<file path="src/rtl/multicycle_control_unit.sv">
// multicycle_control_unit
//   Multi-cycle FSM that sequences an RV64I datapath (PC, IR, register file,
//   ALU, memory port). It fetches an instruction, latches the decoder fields
//   in DECODE, and drives the per-state datapath enables. It also counts
//   retired instructions. It traps on an illegal opcode or on a memory
//   access that does not complete within MEM_TIMEOUT cycles.
//
// Memory handshake: mem_re / mem_we is a request that stays high, unchanged,
//   in FETCH/MEM until the cycle in which mem_ready=1. The access completes
//   in that same cycle. mem_ready is ignored while no request is raised.
//
// Ports
//   clk, rst_n            clock (rising edge), async active-low reset
//   start                 leave IDLE (ignored elsewhere)
//   op_code/funct3/funct7 decoder fields taken from IR
//   alu_zero              ALU result is zero (branch resolution in EXEC)
//   mem_ready             memory completes the pending access this cycle
//   mem_re, mem_we        memory read / write request
//   ir_we, pc_we, pc_src  IR load, PC write, PC source (0 PC+4, 1 target)
//   reg_we, wb_sel        register write, writeback source (1 = memory)
//   alu_src, alu_op       ALU operand B select, ALU operation
//   busy, trap, trap_cause status (cause 01 illegal opcode, 10 timeout)
//   instr_retired         retired-instruction counter (wraps)
//   dbg_state, dbg_fields current FSM state and latched {op, funct3, funct7}
module multicycle_control_unit #(
    parameter int CNT_WIDTH   = 32,
    parameter int MEM_TIMEOUT = 16
) (
    input  logic                 clk,
    input  logic                 rst_n,
    input  logic                 start,
    input  logic [6:0]           op_code,
    input  logic [2:0]           funct3,
    input  logic [6:0]           funct7,
    input  logic                 alu_zero,
    input  logic                 mem_ready,
    output logic                 mem_re,
    output logic                 mem_we,
    output logic                 ir_we,
    output logic                 pc_we,
    output logic                 pc_src,
    output logic                 reg_we,
    output logic                 alu_src,
    output logic [3:0]           alu_op,
    output logic                 wb_sel,
    output logic                 busy,
    output logic                 trap,
    output logic [1:0]           trap_cause,
    output logic [CNT_WIDTH-1:0] instr_retired,
    output logic [2:0]           dbg_state,
    output logic [16:0]          dbg_fields
);

    typedef enum logic [2:0] {
        S_IDLE   = 3'd0,
        S_FETCH  = 3'd1,
        S_DECODE = 3'd2,
        S_EXEC   = 3'd3,
        S_MEM    = 3'd4,
        S_WB     = 3'd5,
        S_TRAP   = 3'd6
    } state_t;

    localparam logic [6:0] OP_R      = 7'b0110011;
    localparam logic [6:0] OP_I      = 7'b0010011;
    localparam logic [6:0] OP_LOAD   = 7'b0000011;
    localparam logic [6:0] OP_STORE  = 7'b0100011;
    localparam logic [6:0] OP_BRANCH = 7'b1100011;

    localparam int            TW   = $clog2(MEM_TIMEOUT + 1);
    localparam logic [TW-1:0] TLIM = TW'(MEM_TIMEOUT - 1);

    state_t         state, state_nx;
    logic [6:0]     lat_op;
    logic [2:0]     lat_f3;
    logic [6:0]     lat_f7;
    logic [TW-1:0]  tcnt;
    logic [1:0]     cause;
    logic           waiting, timeout, taken, retire, supported;

    // funct3 -> ALU op. alt (funct7[5]) selects SUB only for R-type,
    // and SRA over SRL for both R and I-ALU.
    function automatic logic [3:0] alu_map(input logic [2:0] f3,
                                           input logic       alt,
                                           input logic       is_r);
        logic [3:0] r;
        r = 4'd0;
        case (f3)
            3'b000:  r = (alt && is_r) ? 4'd1 : 4'd0;
            3'b001:  r = 4'd5;
            3'b010:  r = 4'd8;
            3'b011:  r = 4'd9;
            3'b100:  r = 4'd4;
            3'b101:  r = alt ? 4'd7 : 4'd6;
            3'b110:  r = 4'd3;
            default: r = 4'd2;
        endcase
        return r;
    endfunction

    always_comb begin
        supported = (op_code == OP_R) || (op_code == OP_I) || (op_code == OP_LOAD) ||
                    (op_code == OP_STORE) || (op_code == OP_BRANCH);
        waiting   = ((state == S_FETCH) || (state == S_MEM)) && !mem_ready;
        // mem_ready in the limit cycle wins: waiting is false then.
        timeout   = waiting && (tcnt == TLIM);
        taken     = ((lat_f3 == 3'b000) && alu_zero) || ((lat_f3 == 3'b001) && !alu_zero);
        retire    = ((state == S_EXEC) && (lat_op == OP_BRANCH)) ||
                    ((state == S_MEM) && (lat_op == OP_STORE) && mem_ready) ||
                    (state == S_WB);
    end

    // State register and datapath-side bookkeeping.
    always_ff @(posedge clk or negedge rst_n) begin
        if (!rst_n) begin
            state         <= S_IDLE;
            lat_op        <= '0;
            lat_f3        <= '0;
            lat_f7        <= '0;
            tcnt          <= '0;
            cause         <= 2'b00;
            instr_retired <= '0;
        end else begin
            state <= state_nx;
            if (state == S_DECODE) begin
                lat_op <= op_code;
                lat_f3 <= funct3;
                lat_f7 <= funct7;
            end
            // Counter is zero whenever no access is stalled, so every entry
            // into FETCH/MEM starts from zero.
            tcnt <= waiting ? tcnt + TW'(1) : '0;
            if (state == S_DECODE && !supported) cause <= 2'b01;
            else if (timeout)                    cause <= 2'b10;
            if (retire) instr_retired <= instr_retired + CNT_WIDTH'(1);
        end
    end

    // Next-state logic.
    always_comb begin
        state_nx = state;
        case (state)
            S_IDLE:   if (start) state_nx = S_FETCH;
            S_FETCH:  begin
                if (mem_ready)    state_nx = S_DECODE;
                else if (timeout) state_nx = S_TRAP;
            end
            S_DECODE: state_nx = supported ? S_EXEC : S_TRAP;
            S_EXEC: begin
                if (lat_op == OP_BRANCH)                           state_nx = S_FETCH;
                else if (lat_op == OP_LOAD || lat_op == OP_STORE) state_nx = S_MEM;
                else                                               state_nx = S_WB;
            end
            S_MEM: begin
                if (mem_ready)    state_nx = (lat_op == OP_STORE) ? S_FETCH : S_WB;
                else if (timeout) state_nx = S_TRAP;
            end
            S_WB:     state_nx = S_FETCH;
            S_TRAP:   state_nx = S_TRAP;
            default:  state_nx = S_IDLE;
        endcase
    end

    // Output logic: state plus latched fields; FETCH/MEM completion and
    // branch resolution also look at mem_ready / alu_zero.
    always_comb begin
        mem_re     = 1'b0;
        mem_we     = 1'b0;
        ir_we      = 1'b0;
        pc_we      = 1'b0;
        pc_src     = 1'b0;
        reg_we     = 1'b0;
        alu_src    = 1'b0;
        alu_op     = 4'd0;
        wb_sel     = 1'b0;
        busy       = (state == S_FETCH) || (state == S_DECODE) || (state == S_EXEC) ||
                     (state == S_MEM) || (state == S_WB);
        trap       = (state == S_TRAP);
        trap_cause = cause;
        dbg_state  = state;
        dbg_fields = {lat_op, lat_f3, lat_f7};
        case (state)
            S_FETCH: begin
                mem_re = 1'b1;
                ir_we  = mem_ready;
                pc_we  = mem_ready;
            end
            S_EXEC: begin
                case (lat_op)
                    OP_R:      alu_op = alu_map(lat_f3, lat_f7[5], 1'b1);
                    OP_I: begin
                        alu_src = 1'b1;
                        alu_op  = alu_map(lat_f3, lat_f7[5], 1'b0);
                    end
                    OP_LOAD, OP_STORE: alu_src = 1'b1;
                    OP_BRANCH: begin
                        alu_op = 4'd1;
                        pc_we  = taken;
                        pc_src = taken;
                    end
                    default: ;
                endcase
            end
            S_MEM: begin
                mem_re = (lat_op == OP_LOAD);
                mem_we = (lat_op == OP_STORE);
            end
            S_WB: begin
                reg_we = 1'b1;
                wb_sel = (lat_op == OP_LOAD);
            end
            default: ;
        endcase
    end

endmodule

</file>
<file path="config.mk">
export PLATFORM = sky130hd
export DESIGN_NAME = multicycle_control_unit
export DESIGN_NICKNAME = d
export VERILOG_FILES = /design/src/rtl/multicycle_control_unit.sv
export SDC_FILE = /design/constraint.sdc
export NUM_CORES = 1
export LEC_CHECK = 0
export ABC_CLOCK_PERIOD_IN_PS = 1500
export BUFFER_PORTS_ARGS = -buffer_cell sky130_fd_sc_hd__buf_2
export CAP_MARGIN = 20
export CELL_PAD_IN_SITES_DETAIL_PLACEMENT = 1
export CELL_PAD_IN_SITES_GLOBAL_PLACEMENT = 1
export CORE_UTILIZATION = 36
export CTS_CLUSTER_SIZE = 40
export DETAILED_ROUTE_END_ITERATION = 10
export PLACE_DENSITY_LB_ADDON = 0.1
export SKIP_LAST_GASP = 1
export SLEW_MARGIN = 40
export SYNTH_ARGS = -nofsm -noshare
export SYNTH_HDL_FRONTEND = slang
export SYNTH_SLANG_ARGS = --single-unit
</file>
<file path="constraint.sdc">
create_clock -name clk -period 1.5 [get_ports clk]
set_input_delay 0.15 -clock clk [delete_from_list [all_inputs] [get_ports clk]]
set_output_delay 0.15 -clock clk [all_outputs]
set_load 0.01 [all_outputs]
</file>
[Word-level counts from Yosys, hierarchy flattened]
Index checks and enable logic that the tools add are counted.
Word-level totals
  bits in registers: 59
  latch bits: 0
  memory bits (writable): 0
  ROM bits: 0
  input bits: 22
  output and inout bits: 68
  memories kept: 0
Cells by class
  add/subtract/negate cells: 2
  multipliers: 0
  div/mod/pow operators: 0
  order comparisons: 0
  equality and inequality tests: 24
  shifts and indexed selects: 0
  muxes and demuxes: 28
  bitwise operators: 0
  reductions and logical operators: 28
Operators by type and width (number)
  $pmux W4 S7: 2
  $add A32 B1 Y32 const B: 1
  $eq A7 B6 Y1 const B: 4
  $mux W3: 7
  $pmux W3 S7: 1
  $eq A3 B3 Y1 const B: 6
  $eq A7 B2 Y1 const B: 2
  $eq A7 B5 Y1 const B: 2
  $eq A7 B7 Y1 const B: 2
  $logic_or A1 B1 Y1: 13
  $eq A3 B2 Y1 const B: 4
  $pmux W4 S3: 1
  $mux W1: 11
  $logic_and A1 B1 Y1: 8
  $eq A3 B1 Y1 const B: 2
  $logic_not A3 Y1: 2
  $add A5 B1 Y5 const B: 1
  $eq A5 B4 Y1 const B: 1
  $mux W5: 1
  $mux W2: 2
  $mux W4: 1
  $pmux W1 S2: 2
  $logic_not A1 Y1: 3
  $reduce_or A3 Y1: 1
  2 further kinds: 2

[Depth between registers and ports, before layout]
  depth after elaboration: 8
  depth in mapped cells: 7
  mapped depth without buffers: 7

[Worst setup path before layout]
Ideal clock, no wire load.
  kind: register to output
  start: register state[0] (netlist: dbg_state[0])
  end: output port alu_op[3]
  data arrival time: 1553 ps
  path slack: -203 ps
  stages on the path, launching flop included: 6
  path through: dfrtp_1 clkbuf_1 nand3b_1 nor3_1 nand2_1 nor3b_1
Between the ends
  word-level cells in the longest chain between the ends: 2
RTL lines
  start: declaration: line 73  | state_t state, state_nx;
  start signal: assignment: line 124  | state <= state_nx;
  $eq A3 B2 Y1: line 182  | case (state)
  $mux W4: line 182
  end: declaration: line 44  | output logic [3:0] alu_op,
No other way between the ends.

[Final worst setup path]
  start: register lat_op[3]
  end: output port mem_re
Between the ends
  word-level cells in the longest chain between the ends: 2
RTL lines
  start: declaration: line 74  | logic [6:0] lat_op;
  start signal: assignment: line 126  | lat_op <= op_code;
  $eq A7 B2 Y1: line 205  | mem_re = (lat_op == OP_LOAD);
  $pmux W1 S2: line 182
  end: declaration: line 37  | output logic mem_re,
No other way between the ends.

==> flow_summary.ini <==
[drt]
wl_per_cell_um = 24.5
dr_total_vias = 3359
drt_drc_violations_left = 0
vias_per_cell = 5.52
wirelength_mm = 14.9
drt_iter0_markers = 126
firstDrtPassIters = 4
drt.antenna.violating_nets = 0

[clock_tree]
ctsHtreeMaxLevel = 3
cts_buffers = 9
cts_tree = built
clock_sink_count = 59
clk_transition_reported_paths_ns = 0.08
max-clock-path-buffers = 2
cts_root_buf = sky130_fd_sc_hd__clkbuf_8
clock_insertion_delay_worst_skew_ns = 0.35

[layout]
final_nets = 520
mostFrequentLayoutCell = sky130_fd_sc_hd__buf_2
finish.cell_count_without_fillers = 608
final_core_util = 0.690
layout-drive-gt1-share = 0.676
antenna-diode-count = 0
most_frequent_cells_in_the_layout = 85 x sky130_fd_sc_hd__buf_2, 80 x sky130_fd_sc_hd__buf_4, 54 x sky130_fd_sc_hd__dfrtp_1, 27 x sky130_fd_sc_hd__xor2_1, 27 x sky130_fd_sc_hd__buf_6
syn_to_final_growth_pct = 87.0

[setup_path]
crit_path_max_fo = 3
ws_path_type = flip-flop to primary output
required_ns = 1.35
path_cells = buf_4, nand4bb_4, nor4_4, buf_4, a21oi_1, nor2_1, buf_2
critPathSlowestCell = sky130_fd_sc_hd__dfrtp_1
slowest_delay_ns = 0.41
worst_ep_arrival_time_ns = 1.92
crit_path_start_kind = flip-flop
cpMostUsedCell = sky130_fd_sc_hd__buf_4
timing.critical_path.buf_inv = 3
critPathTopFamily = simple AND/OR/NAND/NOR gates
end_kind = primary output

[global_route]
grt_util_met3 = 0.0592
globalRouteMet1Util = 0.343
via_count_of_the_first_global_routing_pass = 3559
gr-total-overflow = 0
grt_met2_use = 0.528
grt.busiest_layer = met2
global_route_wire_length_before_repair_mm = 19.8
maximum_number_of_pins_on_one_net_before_global_route_repair = 21
number_of_antenna_violations_at_the_first_check_in_global_routing = 0
grt_usage = 0.294

[logic_synthesis]
synth_enable_flop_cells = 0
yosys-mux-area-fraction = 0.0633
adder_and_majority_cell_fraction_of_the_synthesized_area = 0.0117
seq_area_frac_synth = 0.461
postSynthAreaPerCell_um2 = 11.2
ys_types = 50
synth-compound-area-share = 0.153
synth-simple-area-share = 0.178
synth_seq_cells = 59
synthTopCellsByArea = sky130_fd_sc_hd__dfrtp_1 46%, sky130_fd_sc_hd__xor2_1 7.4%, sky130_fd_sc_hd__mux2_2 6.3%, sky130_fd_sc_hd__a2111oi_2 4.7%, sky130_fd_sc_hd__a2111oi_4 2.6%
dominantRegCellSynth = sky130_fd_sc_hd__dfrtp_1
netlist.top_cell.by_area = sky130_fd_sc_hd__dfrtp_1
post_synth_xor_area_fraction = 0.0957
post_synthesis_cells = 286
synthDominantCellAreaShare = 0.461
largest_family_of_logic_cells_by_synthesized_area = simple AND/OR/NAND/NOR gates
postSynth.asyncResetShare = 1.00
syn_nets = 311
synth_cell_area_um2 = 3200
ys.warnings.count = 0

[floorplan]
die_h_um = 96.3
num_io_pins = 90
die_area_um2 = 9280
fp.dieW_um = 96.3
initial_core_util = 0.369
design.core.area_um2 = 8680
placement_rows = 34

[sta]
fmaxAchievable_ghz = 0.483
setup_viol_count_final = 71
final-hold-violation-count = 0
clock-skew-final_ns = 0.0164
slew_viol_final = 0
maxSlewHeadroom = 0.748
worst_slack_ns = -0.572
timing.final.crit_share = 1.38
final.min_clock_period_ns = 2.07
rsz_0062_raised_after_global_routing = true
tightestPinTransition_ns = 0.377

[power]
net_switching_share_of_the_total_power = 0.407
combinationalPowerShare = 0.591
power_leakage_nw = 2.46
ir_drop_uv = 1140
total_power_mw = 9.92
power_density_nw_per_um2 = 1660
p_switching_mw = 4.04
power.share.clock = 0.163
cell_internal_pwr_mw = 5.88
seq_power_share = 0.246

[place]
finalWeightedCongestion = 0.820
place.detailed.hpwl_mm = 7.09
placedCellCount = 547
buffer_ports.inserted = 89

[run_status]
run_status = complete, but fails checks
failed_checks = negative setup slack

[min_path]
hold_class = input port to flip-flop

[flow_run]
cap_viol_max_count = 0
==> metal layers <==
metal,vias up,wire length [um]
met1,1720,5900
met3,54,550
met4,0,589
li1,1458,-
met2,127,7840
met5,-,0
==> final cells by class <==
| type | instances | area, um2 |
|---|---|---|
| clock buffer | 16 | 210 |
| fill | 848 | 2690 |
| inverter | 9 | 33.8 |
| multi-input combinational | 202 | 2340 |
| sequential | 59 | 1480 |
| tap | 108 | 135 |
| timing repair buffer | 214 | 1790 |
==> flip-flops by register name (all words and copies together) (netlist names) <==
| name | flops |
|---|---|
| lat_f3 | 3 |
| tcnt | 5 |
| instr_retired | 32 |
| dbg_state | 3 |
| lat_f7 | 7 |
| lat_op | 7 |
| trap_cause | 2 |
==> stage by stage <==
stage / hold WS, ns / instance area (um2) / TNS [ns] / setup slack (ns)
after detailed placement: 0.0792 / 4610 / -8.46 / -0.291
after global placement: 0.0733 / 4610 / -6.08 / -0.178
after CTS: 0.0289 / 5660 / -19.51 / -0.479
after global routing: 0.0293 / 5990 / -26.73 / -0.643
after floorplan: -0.146 / 3440 / -2.96 / -0.168
final: 0.0298 / 5990 / -23.19 / -0.572
==> cells in the mapped netlist, types with 6 or more instances <==
cell                        number
sky130_fd_sc_hd__mux2_2         18
sky130_fd_sc_hd__nand3_1        14
sky130_fd_sc_hd__nor2_1         11
sky130_fd_sc_hd__a211oi_1        9
sky130_fd_sc_hd__buf_2           6
sky130_fd_sc_hd__xor2_1         27
sky130_fd_sc_hd__a21oi_1        11
sky130_fd_sc_hd__and3_1         10
sky130_fd_sc_hd__nand2_1        18
sky130_fd_sc_hd__inv_1           9
sky130_fd_sc_hd__xnor2_1         8
sky130_fd_sc_hd__dfrtp_1        59
sky130_fd_sc_hd__a2111oi_2      10
sky130_fd_sc_hd__nand4_1         6
==> power groups by stage <==
stage | Sequential [mW] | Clock (mW) | Combinational [mW]
5_1_grt | 2.46 | 1.68 | 6.13
2_1_floorplan | 2.68 | 0 | 1.54
6_report | 2.44 | 1.62 | 5.86
3_5_place_dp | 2.35 | 0 | 3.57
3_3_place_gp | 2.32 | 0 | 3.48
4_1_cts | 2.34 | 1.54 | 4.84
==> cell families after synthesis <==
group | after synthesis
compound gates | 51
flops | 59
xor+xnor | 35
mux | 18
fa+ha+maj | 3
buf+inv | 25
simple gates | 95
==> path summary, 6_finish.rpt <==
check / startpoint / to / slack (ns) / cells past startpoint
setup reg to reg: lat_op[6] / instr_retired[10] / -0.54 / 8
hold / removal: funct7[4] / lat_f7[4] / 0.03 / 2
setup / recovery: lat_op[3] / mem_re / -0.57 / 7
hold reg to reg: instr_retired[31] / instr_retired[31] / 0.46 / 1
max in group asynchronous: rst_n / instr_retired[2] / 0.72 / 3
min in group asynchronous: rst_n / instr_retired[30] / 0.24 / 2
==> timing repair <==
| action | in CTS | in global routing |
|---|---|---|
| pin swaps | 41 | 46 |
| endpoints found under the setup margin | 67 | 73 |
| setup buffers | 25 | 18 |
| cloned | 8 | 0 |
| endpoints found under the hold margin | 9 | 0 |
| hold buffers | 1 | 0 |
| resized for setup | 91 | 67 |
==> worst reg2reg max path, delay by kind of cell, from the launching register on <==
kind / cells / cell delay (ns)
AO/OA/AOI/OAI: 2 / 0.56
AND/OR/NAND/NOR: 1 / 0.24
flip-flops: 1 / 0.39
buffers and inverters: 4 / 0.59
XOR/XNOR: 1 / 0.20
Power figures use the tool's default switching activity.
